[src/rtl/pc_gen_pkg.sv]
// pc_gen_pkg: next-PC operation codes shared by the PC generator and its bench.
package pc_gen_pkg;
  typedef enum logic [1:0] {
    PLUS_4 = 2'd0,
    BRANCH = 2'd1,
    JUMP   = 2'd2,
    JUMP_R = 2'd3
  } npc_op_e;
endpackage

[src/rtl/pc_gen_ras_stack.sv]
// pc_gen_ras_stack: circular return-address stack; a push into a full stack overwrites the oldest entry.
module pc_gen_ras_stack #(
  parameter int DEPTH = 4,
  parameter int XLEN  = 32
) (
  input  logic            clk,
  input  logic            rst,
  input  logic            push,
  input  logic            pop,
  input  logic [XLEN-1:0] push_data,
  output logic [XLEN-1:0] top,
  output logic            valid
);
  localparam int PW = $clog2(DEPTH);
  logic [XLEN-1:0] r_mem [DEPTH];
  logic [PW-1:0]   r_top;
  logic [PW:0]     r_cnt;
  logic            w_empty, w_push, w_repl, w_pop;
  assign w_empty = r_cnt == '0;
  // a combined push+pop on an empty stack degenerates to a plain push
  assign w_push  = push & (!pop | w_empty);
  assign w_repl  = push & pop & !w_empty;
  assign w_pop   = pop & !push & !w_empty;
  assign top     = r_mem[r_top];
  assign valid   = !w_empty;
  always_ff @(posedge clk or negedge rst) begin
    if (!rst) begin
      r_top <= '0;
      r_cnt <= '0;
      for (int i = 0; i < DEPTH; i++) r_mem[i] <= '0;
    end else if (w_push) begin
      r_mem[r_top + 1'b1] <= push_data;
      r_top <= r_top + 1'b1;
      if (r_cnt != (PW+1)'(DEPTH)) r_cnt <= r_cnt + 1'b1;
    end else if (w_repl) begin
      r_mem[r_top] <= push_data;
    end else if (w_pop) begin
      r_top <= r_top - 1'b1;
      r_cnt <= r_cnt - 1'b1;
    end
  end
endmodule

[src/rtl/pc_gen.sv]
// pc_gen: architectural PC register with fetch handshake, execute-stage redirects,
// misaligned-target trapping and a return-address stack for fetch prediction.
module pc_gen
  import pc_gen_pkg::*;
#(
  parameter int              XLEN      = 32,
  parameter logic [XLEN-1:0] RESET_PC  = 32'h0000_0000,
  parameter logic [XLEN-1:0] TRAP_PC   = 32'h0000_0100,
  parameter int              RAS_DEPTH = 4
) (
  input  logic            clk,
  input  logic            rst,
  input  logic            fetch_ready,
  input  logic            redir_valid,
  input  logic [1:0]      npc_op,
  input  logic [XLEN-1:0] redir_pc,
  input  logic [XLEN-1:0] sext,
  input  logic            branch,
  input  logic [XLEN-1:0] alu_c,
  input  logic            is_call,
  input  logic            is_ret,
  output logic [XLEN-1:0] pc,
  output logic [XLEN-1:0] pc4,
  output logic            fetch_valid,
  output logic            flush,
  output logic            misalign,
  output logic [XLEN-1:0] bad_addr,
  output logic [XLEN-1:0] ras_top,
  output logic            ras_valid
);
  npc_op_e         w_op;
  logic [XLEN-1:0] w_target, w_link;
  logic            w_taken, w_mis, w_jump, w_push, w_pop;
  logic [XLEN-1:0] r_pc, r_bad;
  logic            r_fv, r_flush, r_mis;
  assign w_op     = npc_op_e'(npc_op);
  assign w_link   = redir_pc + XLEN'(4);
  assign w_target = w_op == JUMP_R ? alu_c & ~XLEN'(1) :
                    (w_op == BRANCH && !branch) ? w_link : redir_pc + sext;
  assign w_taken  = redir_valid && w_op != PLUS_4;
  assign w_mis    = w_taken && w_target[1:0] != 2'b00;
  assign w_jump   = redir_valid && (w_op == JUMP || w_op == JUMP_R) && !w_mis;
  assign w_push   = w_jump && is_call;
  assign w_pop    = w_jump && is_ret && w_op == JUMP_R;
  assign pc          = r_pc;
  assign pc4         = r_pc + XLEN'(4);
  assign fetch_valid = r_fv;
  assign flush       = r_flush;
  assign misalign    = r_mis;
  assign bad_addr    = r_bad;
  always_ff @(posedge clk or negedge rst) begin
    if (!rst) begin
      r_pc    <= RESET_PC;
      r_bad   <= '0;
      r_fv    <= 1'b0;
      r_flush <= 1'b0;
      r_mis   <= 1'b0;
    end else begin
      r_fv    <= 1'b1;
      r_flush <= w_taken;
      r_mis   <= w_mis;
      // redirects win over the handshake, so a stalled fetch cannot block them
      if (w_mis) begin
        r_pc  <= TRAP_PC;
        r_bad <= w_target;
      end else if (w_taken) r_pc <= w_target;
      else if (r_fv && fetch_ready) r_pc <= r_pc + XLEN'(4);
    end
  end
  pc_gen_ras_stack #(.DEPTH(RAS_DEPTH), .XLEN(XLEN)) u_ras (
    .clk       (clk),
    .rst       (rst),
    .push      (w_push),
    .pop       (w_pop),
    .push_data (w_link),
    .top       (ras_top),
    .valid     (ras_valid)
  );
endmodule

[config.mk]
export PLATFORM = sky130hd
export DESIGN_NAME = pc_gen
export DESIGN_NICKNAME = d
export VERILOG_FILES = /design/src/rtl/pc_gen_pkg.sv /design/src/rtl/pc_gen_ras_stack.sv /design/src/rtl/pc_gen.sv
export SDC_FILE = /design/constraint.sdc
export NUM_CORES = 1
export LEC_CHECK = 0
export CAP_MARGIN = 20
export CORE_MARGIN = 2
export CORE_UTILIZATION = 35
export DETAILED_ROUTE_END_ITERATION = 10
export GPL_ROUTABILITY_DRIVEN = 0
export SYNTH_ARGS = -nofsm -noshare
export SYNTH_HDL_FRONTEND = slang
export SYNTH_SLANG_ARGS = --single-unit
[constraint.sdc]
create_clock -name clk -period 3.02 [get_ports clk]
set_input_delay 0.453 -clock clk [delete_from_list [all_inputs] [get_ports clk]]
set_output_delay 0.453 -clock clk [all_outputs]
set_load 0.005 [all_outputs]
==> impl_metrics.toml <==
[status]
status = "completed"

[synthesis]
synth.avg_cell_area_sq_um = 9.15
yosys_most_used_dff = "dfrtp_1"
synth.cell_area_sq_um = 12400
syn_inst = 1354
synth_cell_types = 80
synth-compound-area-share = 0.194
synth_top_family_by_area = "compound AO/OA/AOI/OAI gates"
yosys_warnings = 0
synthSimpleGateAreaFrac = 0.181
synth_adder_area_share = 0.0400
yosys_register_bits = 200
synth_edf_count = 0
syn_nets = 1498
synthXorXnorAreaFrac = 0.0587
ys_seq_area_frac = 0.404
synthArstFlopShare = 1.00
yosysTopAreaCell = "dfrtp_1"
synth_area_leaders = "dfrtp_1 (40%), a21oi_1 (6.9%), nor2_1 (6.2%), mux4_2 (5.8%), ha_1 (3.8%)"
ys_top_cells_by_count = "nor2_1 (205), dfrtp_1 (200), a21oi_1 (170)"
synth_mux_area_frac = 0.0758
yosysMostFrequentCell = "nor2_1"
synth_top_cell_area_share = 0.404

[die]
rows = 68
die_x_um = 192
dieArea_sq_um = 36900
start_util = 0.357
ioPinCount = 237
coreArea_sq_um = 34700
fp.dieH_um = 192

[worst_setup_path]
cp_max_fo = 4
crit_path_max_incr_delay_ns = 0.52
endpoint_kind = "output port"
critPathKind = "reg2out"
critical_path_required_ns = 2.57
slowest_stage = "clkdlybuf4s50_1"
path_cells = "and4_4, nand4_1, buf_4, nor3_4, nand3_1, xnor2_1, clkdlybuf4s50_1"
crit_path_start_kind = "register"
cp_top_family = "simple AND/OR/NAND/NOR gates"
cp.arrival_ns = 2.51
critPathBufInv = 2

[global_route]
grt_pass1_vias = 11800
grt_overflow = 0
track_usage = 0.236
grt_first_pass_wirelength_um = 66600
antenna_found_initial = 0
grt_max_degree = 77

[cts]
clk_pin_slew_ns = 0.09
cts_inserted_buffers = 17
root_buffer = "clkbuf_16"
cts_htree_levels = 4
insertion_delay_ns = 0.45
clock_path_buffers = 2
cts.sinks = 200
cts_tree = "yes"

[route]
drt-initial-drc-count = 852
routed_wl_um = 43800
postRouteAntennaNets = 0
vias_per_cell = 5.38
post_drt_wl_per_cell_um = 19.6
dr.pass1.iters = 6
drc_errors = 0
via_count = 12100

[timing]
finalCriticalPeriod_ns = 2.96
max_freq_mhz = 338
fin_worst_skew_ns = 0.0222
fin_crit_sh = 0.980
setup_viol = 0
setup_tns_ns = 0
slew_headroom = 0.621
maxSlewViolCount = 0
hold_viol = 0
rsz0062_at_grt = "yes"
worst_pin_slew_ns = 0.568

[power]
power_density_nw_per_um2 = 693
power_uw = 12200
vdd_drop_max_uv = 489
p_leak_uw = 0.00765

[cells_and_area]
fillers = 3254
final_core_util = 0.509
drive_gt1_frac = 0.218
fin_cells = 2241
fin_area_sq_um = 17700
antenna_cells = 0
fin_nets = 1917
area.growth.synth_to_final_pct = 42.6

[place]
io_buffers = 235
dpl_cell_area_sq_um = 16600
hpwl_um = 34000
dpl.cell_count = 2193

[hold_path]
hold_class = "reg2reg"

[flow_run]
cap_violations = 0
-- worst register-to-register path, stage by stage, from the launching register on --
cell      delay, ns
dfrtp_1        0.37
and4_4         0.25
nand4_1        0.19
buf_4          0.23
and4bb_2       0.31
buf_4          0.12
buf_4          0.10
o21ai_0        0.07
a221o_1        0.38
o21ai_0        0.08
o21ai_0        0.12
-- kinds of logic (layout without fill, tap and decap cells) --
family	count (synthesis)	in the layout
AO/OA/AOI/OAI	388	388
adder cells (fa/ha/maj)	39	39
multiplexers	52	52
flip-flops	200	200
other	1	1
AND/OR/NAND/NOR	490	490
XOR/XNOR	83	83
buffers and inverters	101	533
-- placed cells by master (no fill, tap or decap), types with 36 or more instances in the layout --
cell type and n:
a21oi_1 167, buf_4 246, clkdlybuf4s50_1 220, dfrtp_1 194
ha_1 36, nand2_1 122, nand3_1 44, nor2_1 201
o21ai_0 77, xor2_1 48
-- cell type report --
type / count / area [sq um] / area share
clock buffers: 17 / 425 / 0.0241
clock inverters: 15 / 225 / 0.0128
inverters: 13 / 48.8 / 0.00276
multi-input cells: 1053 / 7030 / 0.398
flip-flops and latches: 200 / 5010 / 0.284
well taps: 455 / 569 / 0.0322
repair buffers: 488 / 4350 / 0.246
-- path summary, 6_finish.rpt --
kind                                 from              to  slack (ns)  depth (start not counted)
max                                pc[14]         pc4[25]        0.06                          7
min                        u_ras.r_cnt[2]  u_ras.r_cnt[2]        0.49                          1
max reg2reg                        pc[14]          pc[29]        0.68                         10
min reg2reg                u_ras.r_cnt[2]  u_ras.r_cnt[2]        0.49                          1
max in group asynchronous             rst  u_ras.r_mem[3]        1.54                          3
min in group asynchronous             rst    bad_addr[19]        0.53                          2
-- per-layer routing --
| metal | vias to the layer above | global-route usage | share of wire |
|---|---|---|---|
| met3 | 55 | 0.0322 | 0.059 |
| met2 | 399 | 0.393 | 0.47 |
| met4 | 0 | 0.0749 | 0.027 |
| met1 | 5886 | 0.319 | 0.44 |
| li1 | 5717 | - | - |
| met5 | - | 0 | 0 |
-- power by group --
part / internal, uW / switching [uW]
sequential: 3750 / 650
clock: 1240 / 1310
combinational: 3020 / 2260
total: 8020 / 4220
-- per-stage QoR --
step	worst slack [ns]	hold WS, ns
floorplan	0.0497	0.157
global placement	-0.659	0.427
detailed placement	-0.678	0.436
CTS	0.00537	0.491
global route	-0.0615	0.517
finish	0.0590	0.485
-- sequential cells by signal, indices dropped and copies added, names as in the netlist --
register,flops
u_ras.r_cnt,3
bad_addr,32
pc,32
fetch_valid,1
u_ras.r_mem,128
u_ras.r_top,2
flush,1
misalign,1
-- repair_timing --
item | 4_1_cts | 5_1_grt
endpoints found under the hold margin | 47 | 0
cloned | 0 | 0
pin swaps | 8 | 22
buffers inserted | 10 | 5
hold buffers | 1 | 0
gates resized for setup | 22 | 40
endpoints found under the setup margin | 42 | 124
No activity file was read; power rests on OpenSTA's default activity.
